<file path="src/rtl/apmu_ibex_pkg.sv">
// Purpose: shared constants and register map of the external-interrupt controller.
// Latency: n/a (types and constants only).
// Backpressure: n/a.
package apmu_ibex_pkg;

  // Width of the core's irq_x interface.
  localparam int unsigned IrqXNum = 32;

  // Register index on the cfg port.
  typedef enum logic [1:0] {
    IRQX_ENABLE  = 2'd0,
    IRQX_TRIGGER = 2'd1,
    IRQX_PENDING = 2'd2,
    IRQX_OVERRUN = 2'd3
  } irqx_reg_e;

endpackage

</file>
<file path="src/rtl/apmu_irq_x_gateway.sv">
// Purpose: per-source synchroniser, edge history, pending latch and overrun flag.
// Latency: src_i high sampled at edge 0 -> pending after edge SyncStages+1 (level or edge mode).
// Backpressure: none; an edge arriving while pending is recorded in overrun.
//
// Ports: src_i raw async line; trigger 1=edge 0=level (current setting);
//   ack_hit core acknowledged this source; sw_set software trigger (edge only);
//   ovr_clr write-1-clear of overrun; mode_chg trigger bit changes this edge;
//   pending / overrun registered state.
module apmu_irq_x_gateway #(
  parameter int unsigned SyncStages = 2
) (
  input  logic clk_i,
  input  logic rst_ni,
  input  logic src_i,
  input  logic trigger,
  input  logic ack_hit,
  input  logic sw_set,
  input  logic ovr_clr,
  input  logic mode_chg,
  output logic pending,
  output logic overrun
);

  logic [SyncStages-1:0] sync_q;
  logic                  lvl_q;      // synchronised level
  logic                  hist_q;     // previous synchronised level (edge history)
  logic                  pending_q;
  logic                  overrun_q;
  logic                  rise;
  logic                  ovr_set;

  assign rise = lvl_q & ~hist_q;

  // Overrun only exists for edge sources; a same-edge ack consumes the old
  // request so the new edge simply re-arms pending.
  assign ovr_set = trigger & rise & pending_q & ~ack_hit;

  always_ff @(posedge clk_i or negedge rst_ni) begin
    if (!rst_ni) begin
      sync_q    <= '0;
      lvl_q     <= 1'b0;
      hist_q    <= 1'b0;
      pending_q <= 1'b0;
      overrun_q <= 1'b0;
    end else begin
      if (SyncStages > 1) begin
        sync_q <= {sync_q[SyncStages-2:0], src_i};
      end else begin
        sync_q <= src_i;
      end
      lvl_q  <= sync_q[SyncStages-1];
      // History keeps running across mode changes so no false edge appears.
      hist_q <= lvl_q;

      if (mode_chg) begin
        pending_q <= 1'b0;
      end else if (trigger) begin
        // Sets beat the ack clear.
        if (rise || sw_set) begin
          pending_q <= 1'b1;
        end else if (ack_hit) begin
          pending_q <= 1'b0;
        end
      end else begin
        pending_q <= lvl_q;
      end

      // A new overrun wins over a same-edge clear.
      overrun_q <= ovr_set | (overrun_q & ~ovr_clr);
    end
  end

  assign pending = pending_q;
  assign overrun = overrun_q;

endmodule

</file>
<file path="src/rtl/apmu_irq_x_ctrl.sv">
// Purpose: external-interrupt controller feeding the core irq_x lines, with cfg register port.
// Latency: source -> irq_x_o after edge SyncStages+1; cfg read data one cycle after request.
// Backpressure: none; cfg accepts a request every cycle, ack is never stalled.
//
// Ports: src_i raw sources; irq_x_o = pending & enable (zero-extended);
//   irq_x_ack_i / irq_x_ack_id_i core acknowledge; cfg_req_i/we_i/addr_i/wdata_i
//   register access; cfg_rvalid_o / cfg_rdata_o registered response.
module apmu_irq_x_ctrl
  import apmu_ibex_pkg::*;
#(
  parameter int unsigned NumSrc     = 32,
  parameter int unsigned SyncStages = 2
) (
  input  logic                clk_i,
  input  logic                rst_ni,
  input  logic [NumSrc-1:0]   src_i,
  output logic [IrqXNum-1:0]  irq_x_o,
  input  logic                irq_x_ack_i,
  input  logic [4:0]          irq_x_ack_id_i,
  input  logic                cfg_req_i,
  input  logic                cfg_we_i,
  input  logic [1:0]          cfg_addr_i,
  input  logic [31:0]         cfg_wdata_i,
  output logic                cfg_rvalid_o,
  output logic [31:0]         cfg_rdata_o
);

  logic [NumSrc-1:0] enable_q;
  logic [NumSrc-1:0] trigger_q;
  logic [NumSrc-1:0] pending;
  logic [NumSrc-1:0] overrun;
  logic [NumSrc-1:0] ack_hit;
  logic [NumSrc-1:0] sw_set;
  logic [NumSrc-1:0] ovr_clr;
  logic [NumSrc-1:0] mode_chg;
  logic [NumSrc-1:0] wdata;
  logic [NumSrc-1:0] rd_mux;
  logic              wr;
  logic              rd;

  // Bits at or above NumSrc do not exist, so their write data is dropped here.
  assign wdata = cfg_wdata_i[NumSrc-1:0];
  assign wr    = cfg_req_i & cfg_we_i;
  assign rd    = cfg_req_i & ~cfg_we_i;

  // Software set is only honoured for edge sources.
  assign sw_set   = (wr && cfg_addr_i == IRQX_PENDING) ? (wdata & trigger_q) : '0;
  assign ovr_clr  = (wr && cfg_addr_i == IRQX_OVERRUN) ? wdata : '0;
  assign mode_chg = (wr && cfg_addr_i == IRQX_TRIGGER) ? (wdata ^ trigger_q) : '0;

  for (genvar i = 0; i < NumSrc; i++) begin : g_src
    // Ids at or above NumSrc match no gateway and are dropped.
    assign ack_hit[i] = irq_x_ack_i && (irq_x_ack_id_i == 5'(i));

    apmu_irq_x_gateway #(
      .SyncStages (SyncStages)
    ) u_gw (
      .clk_i    (clk_i),
      .rst_ni   (rst_ni),
      .src_i    (src_i[i]),
      .trigger  (trigger_q[i]),
      .ack_hit  (ack_hit[i]),
      .sw_set   (sw_set[i]),
      .ovr_clr  (ovr_clr[i]),
      .mode_chg (mode_chg[i]),
      .pending  (pending[i]),
      .overrun  (overrun[i])
    );
  end

  always_comb begin
    rd_mux = '0;
    unique case (irqx_reg_e'(cfg_addr_i))
      IRQX_ENABLE:  rd_mux = enable_q;
      IRQX_TRIGGER: rd_mux = trigger_q;
      IRQX_PENDING: rd_mux = pending;
      IRQX_OVERRUN: rd_mux = overrun;
      default:      rd_mux = '0;
    endcase
  end

  always_ff @(posedge clk_i or negedge rst_ni) begin
    if (!rst_ni) begin
      enable_q     <= '0;
      trigger_q    <= '0;
      cfg_rvalid_o <= 1'b0;
      cfg_rdata_o  <= '0;
    end else begin
      if (wr && cfg_addr_i == IRQX_ENABLE)  enable_q  <= wdata;
      if (wr && cfg_addr_i == IRQX_TRIGGER) trigger_q <= wdata;
      cfg_rvalid_o <= cfg_req_i;
      // Reads return the value before this access; writes return zero.
      cfg_rdata_o  <= rd ? 32'(rd_mux) : 32'd0;
    end
  end

  assign irq_x_o = IrqXNum'(pending & enable_q);

endmodule
</file>
<file path="config.mk">
export PLATFORM = sky130hd
export DESIGN_NAME = apmu_irq_x_ctrl
export DESIGN_NICKNAME = d
export VERILOG_FILES = /design/src/rtl/apmu_ibex_pkg.sv /design/src/rtl/apmu_irq_x_gateway.sv /design/src/rtl/apmu_irq_x_ctrl.sv
export SDC_FILE = /design/constraint.sdc
export NUM_CORES = 1
export LEC_CHECK = 0
export BUFFER_PORTS_ARGS = -buffer_cell sky130_fd_sc_hd__buf_2
export CORE_MARGIN = 5
export CORE_UTILIZATION = 62
export DETAILED_ROUTE_END_ITERATION = 8
export GPL_TIMING_DRIVEN = 0
export PLACE_DENSITY_LB_ADDON = 0.08
export SYNTH_ARGS = -nofsm -noshare
export SYNTH_HDL_FRONTEND = slang
export SYNTH_SLANG_ARGS = --single-unit
</file>
<file path="constraint.sdc">
create_clock -name clk_i -period 1.8 [get_ports clk_i]
set_input_delay 0 -clock clk_i [delete_from_list [all_inputs] [get_ports clk_i]]
set_output_delay 0 -clock clk_i [all_outputs]
set_load 0.1 [all_outputs]
</file>
==> metrics.txt <==
synthesized area per cell around 14 um^2; die width 148 um; grt ovf 0; max-slew violations 0; layout cell share with drive strength beyond 1 0.310; switching part of the total power 0.327; RSZ-0062 raised after global routing false; Synthesized Nets approximately 960; Seq/Total Area, Yosys 0.608; Gate power share 0.244; Yosys cell types 34; Yosys warning total 0; non-filler cells, final 1,355; final hold slack 0.0141 ns; Worst EP required roughly 2.2 ns; pwr/cell area 1290 mW/mm^2; measured slew at the worst slew-check pin 0.774 ns; area of the die 0.0220 mm^2; Final Core Density 0.782; All-Layer GR Usage 0.262; DRT Pass-1 Iters 5; Yosys reg bits 289; crit end category flop; WS Path Type in -> reg; Clock transition at path regs ~0.06 ns; CTS tree built; row count 50; routed vias 7,862; Cell Count Post-Placement around 1.2k; drt total wl 27.8 mm; core region area 0.0188 mm^2; first-pass GRT wire length around 45 mm; largest net degree at the start of global routing roughly 120; nets@finish 1,204; Final Total Pwr 18.9 mW; Crit Path Max Fanout 6; CTS Hold Buffers Added 70; crit share post-route 0.927; Cell Area, Synth ~0.012 mm^2; Max Fclk 599 MHz; CP arrival 2.09 ns; status finished clean; Lkg Pwr 6.51 nW; clk_skew 0.00861 ns; Final ANT Viol Nets 0; initial DRC count 497; Post-DP HPWL 18.2 mm; Hold Vio Cnt, Final 0; max cap viols 0; setup bufs post-CTS 0; startpoint types input port; Peak VDD IR roughly 840 uV; # resized after CTS 0; max_slew headroom 0.484; I/O pin cnt 141; clock root buffer clkbuf_16; CTS Buf Count 30; sequential power share 0.425; Initial Util 0.633; DIE HEIGHT 148 um; Post-synth EDFFs 0; Post-Syn Instances 854; worst reg2reg path depth 2; clock network power share 0.331; Synth Flop Type dfrtp_1; number of global-route vias before repair 8,358; Int Pwr 12.7 mW; CTS Sinks around 290; Tmin final 1.67 ns; Worst Hold Class in -> async; initial antenna violation count 1; Longest Clk Path Bufs 3; Async SR Flop Fraction 1.00; Final setup viols 0; worst-skew pair later-pin latency 0.54 ns; routed vias/inst 5.80; routability cong. approximately 0.82; Port Buffers 138; Net Sw Power 6.18 mW; layout overhead on the synthesized area 23.4%; wire length per cell around 20 um; number of remaining DRC errors 0; H-tree Lvls 1
-- power groups by stage --
stage	sequential [mW]	clock [mW]	combinational, mW
6_report	8.03	6.25	4.61
5_1_grt	8.14	6.63	4.90
4_1_cts	8.01	6.35	4.63
3_5_place_dp	8.11	0	4.48
3_3_place_gp	8.08	0	4.39
2_1_floorplan	8.42	0	3.12
-- cells in the final DEF (no fill, tap or decap), drive strengths merged --
cell         Yosys  routed
a211oi          32      32
a221oi          32      32
and2            32      32
and4             1       1
and4b            2       2
buf             27     167
bufinv           0       1
clkbuf           7      54
clkinv           0       5
clkinvlp         0       3
dfrtp          289     289
diode            0       1
dlygate4sd3      0      70
ha              32      32
inv             32      32
mux2            32      32
mux4            32      32
nand2           99      99
nand2b           3       3
nand4            1       1
nand4b           3       3
nand4bb          2       2
nor2            32      32
nor2b           64      64
nor3             1       1
o21ai           60      60
o2bb2ai         32      32
o31ai            4       4
or2              2       2
or4b             1       1
-- state kept, by name, indices dropped and copies added (netlist names) --
signal and flops:
cfg_rdata_o 32, cfg_rvalid_o 1, enable_q 32, g_src.u_gw.hist_q 32, g_src.u_gw.lvl_q 32, g_src.u_gw.overrun 32, g_src.u_gw.pending 32, g_src.u_gw.sync_q 64
trigger_q 32
-- final cells by class --
cell class | count | area, um^2
fill | 1135 | 4100
tap | 234 | 293
multi-input combinational | 499 | 4230
buffer | 34 | 308
timing repair buffer | 210 | 1460
antenna | 1 | 2.50
clock inverter | 9 | 77.6
sequential | 289 | 7230
clock buffer | 47 | 956
inverter | 32 | 120
-- synth_stat cells (all sizes together), types with 4 or more instances --
cell / instances / area share
nand2: 99 / 0.031
nor2b: 64 / 0.034
ha: 32 / 0.034
a211oi: 32 / 0.033
inv: 32 / 0.010
nor2: 32 / 0.010
mux4: 32 / 0.062
and2: 32 / 0.017
o31ai: 4 / 0.0025
o21ai: 60 / 0.027
dfrtp: 289 / 0.61
o2bb2ai: 32 / 0.024
a221oi: 32 / 0.040
buf: 27 / 0.024
clkbuf: 7 / 0.0022
mux2: 32 / 0.030
-- worst paths after layout --
check	to	startpoint	slack, ns
worst max-delay path	enable_q[24]	cfg_req_i	0.13
worst min-delay path	g_src[25].u_gw.pending	rst_ni	0.01
worst max register to register	cfg_rdata_o[6]	trigger_q[6]	0.53
worst min register to register	g_src[3].u_gw.sync_q[1]	g_src[3].u_gw.sync_q[0]	0.34
max in group asynchronous	g_src[15].u_gw.sync_q[0]	rst_ni	0.78
min in group clk_i	g_src[7].u_gw.sync_q[0]	src_i[7]	0.10
-- per-stage QoR --
stage / TNS [ns] / instance area (um^2) / setup WS (ns)
2_1_floorplan: 0 / 11900 / 0.668
3_3_place_gp: -1280.24 / 12900 / -4.45
3_5_place_dp: 0 / 12900 / 0.336
4_1_cts: 0 / 14700 / 0.189
5_1_grt: 0 / 14700 / 0.0522
6_report: 0 / 14700 / 0.131
-- worst max-delay path, stage by stage --
cell,delay [ns]
dlygate4sd3_1,0.55
buf_2,0.16
nand2_1,0.09
nor3_4,0.20
dlygate4sd3_1,0.73
mux2_2,0.36
-- per-layer routing --
metal,vias to the layer above,GRT usage,wire (um),share of wire
met2,264,0.437,13700,0.49
met5,-,0,0,0
met3,55,0.0515,1720,0.062
li1,3535,-,-,-
met1,4008,0.354,11600,0.42
met4,0,0.0748,733,0.026
-- cell families (layout without fill, tap and decap cells) --
logic type | count (synthesis) | count (layout) | synth area share
multiplexers | 64 | 64 | 0.0919
other | 0 | 1 | 0
adder cells (fa/ha/maj) | 32 | 32 | 0.0337
flip-flops | 289 | 289 | 0.608
AO/OA/AOI/OAI | 160 | 160 | 0.126
AND/OR/NAND/NOR | 243 | 243 | 0.104
buffers and inverters | 66 | 332 | 0.0360
Note: power is estimated with default switching activity, not from simulation.
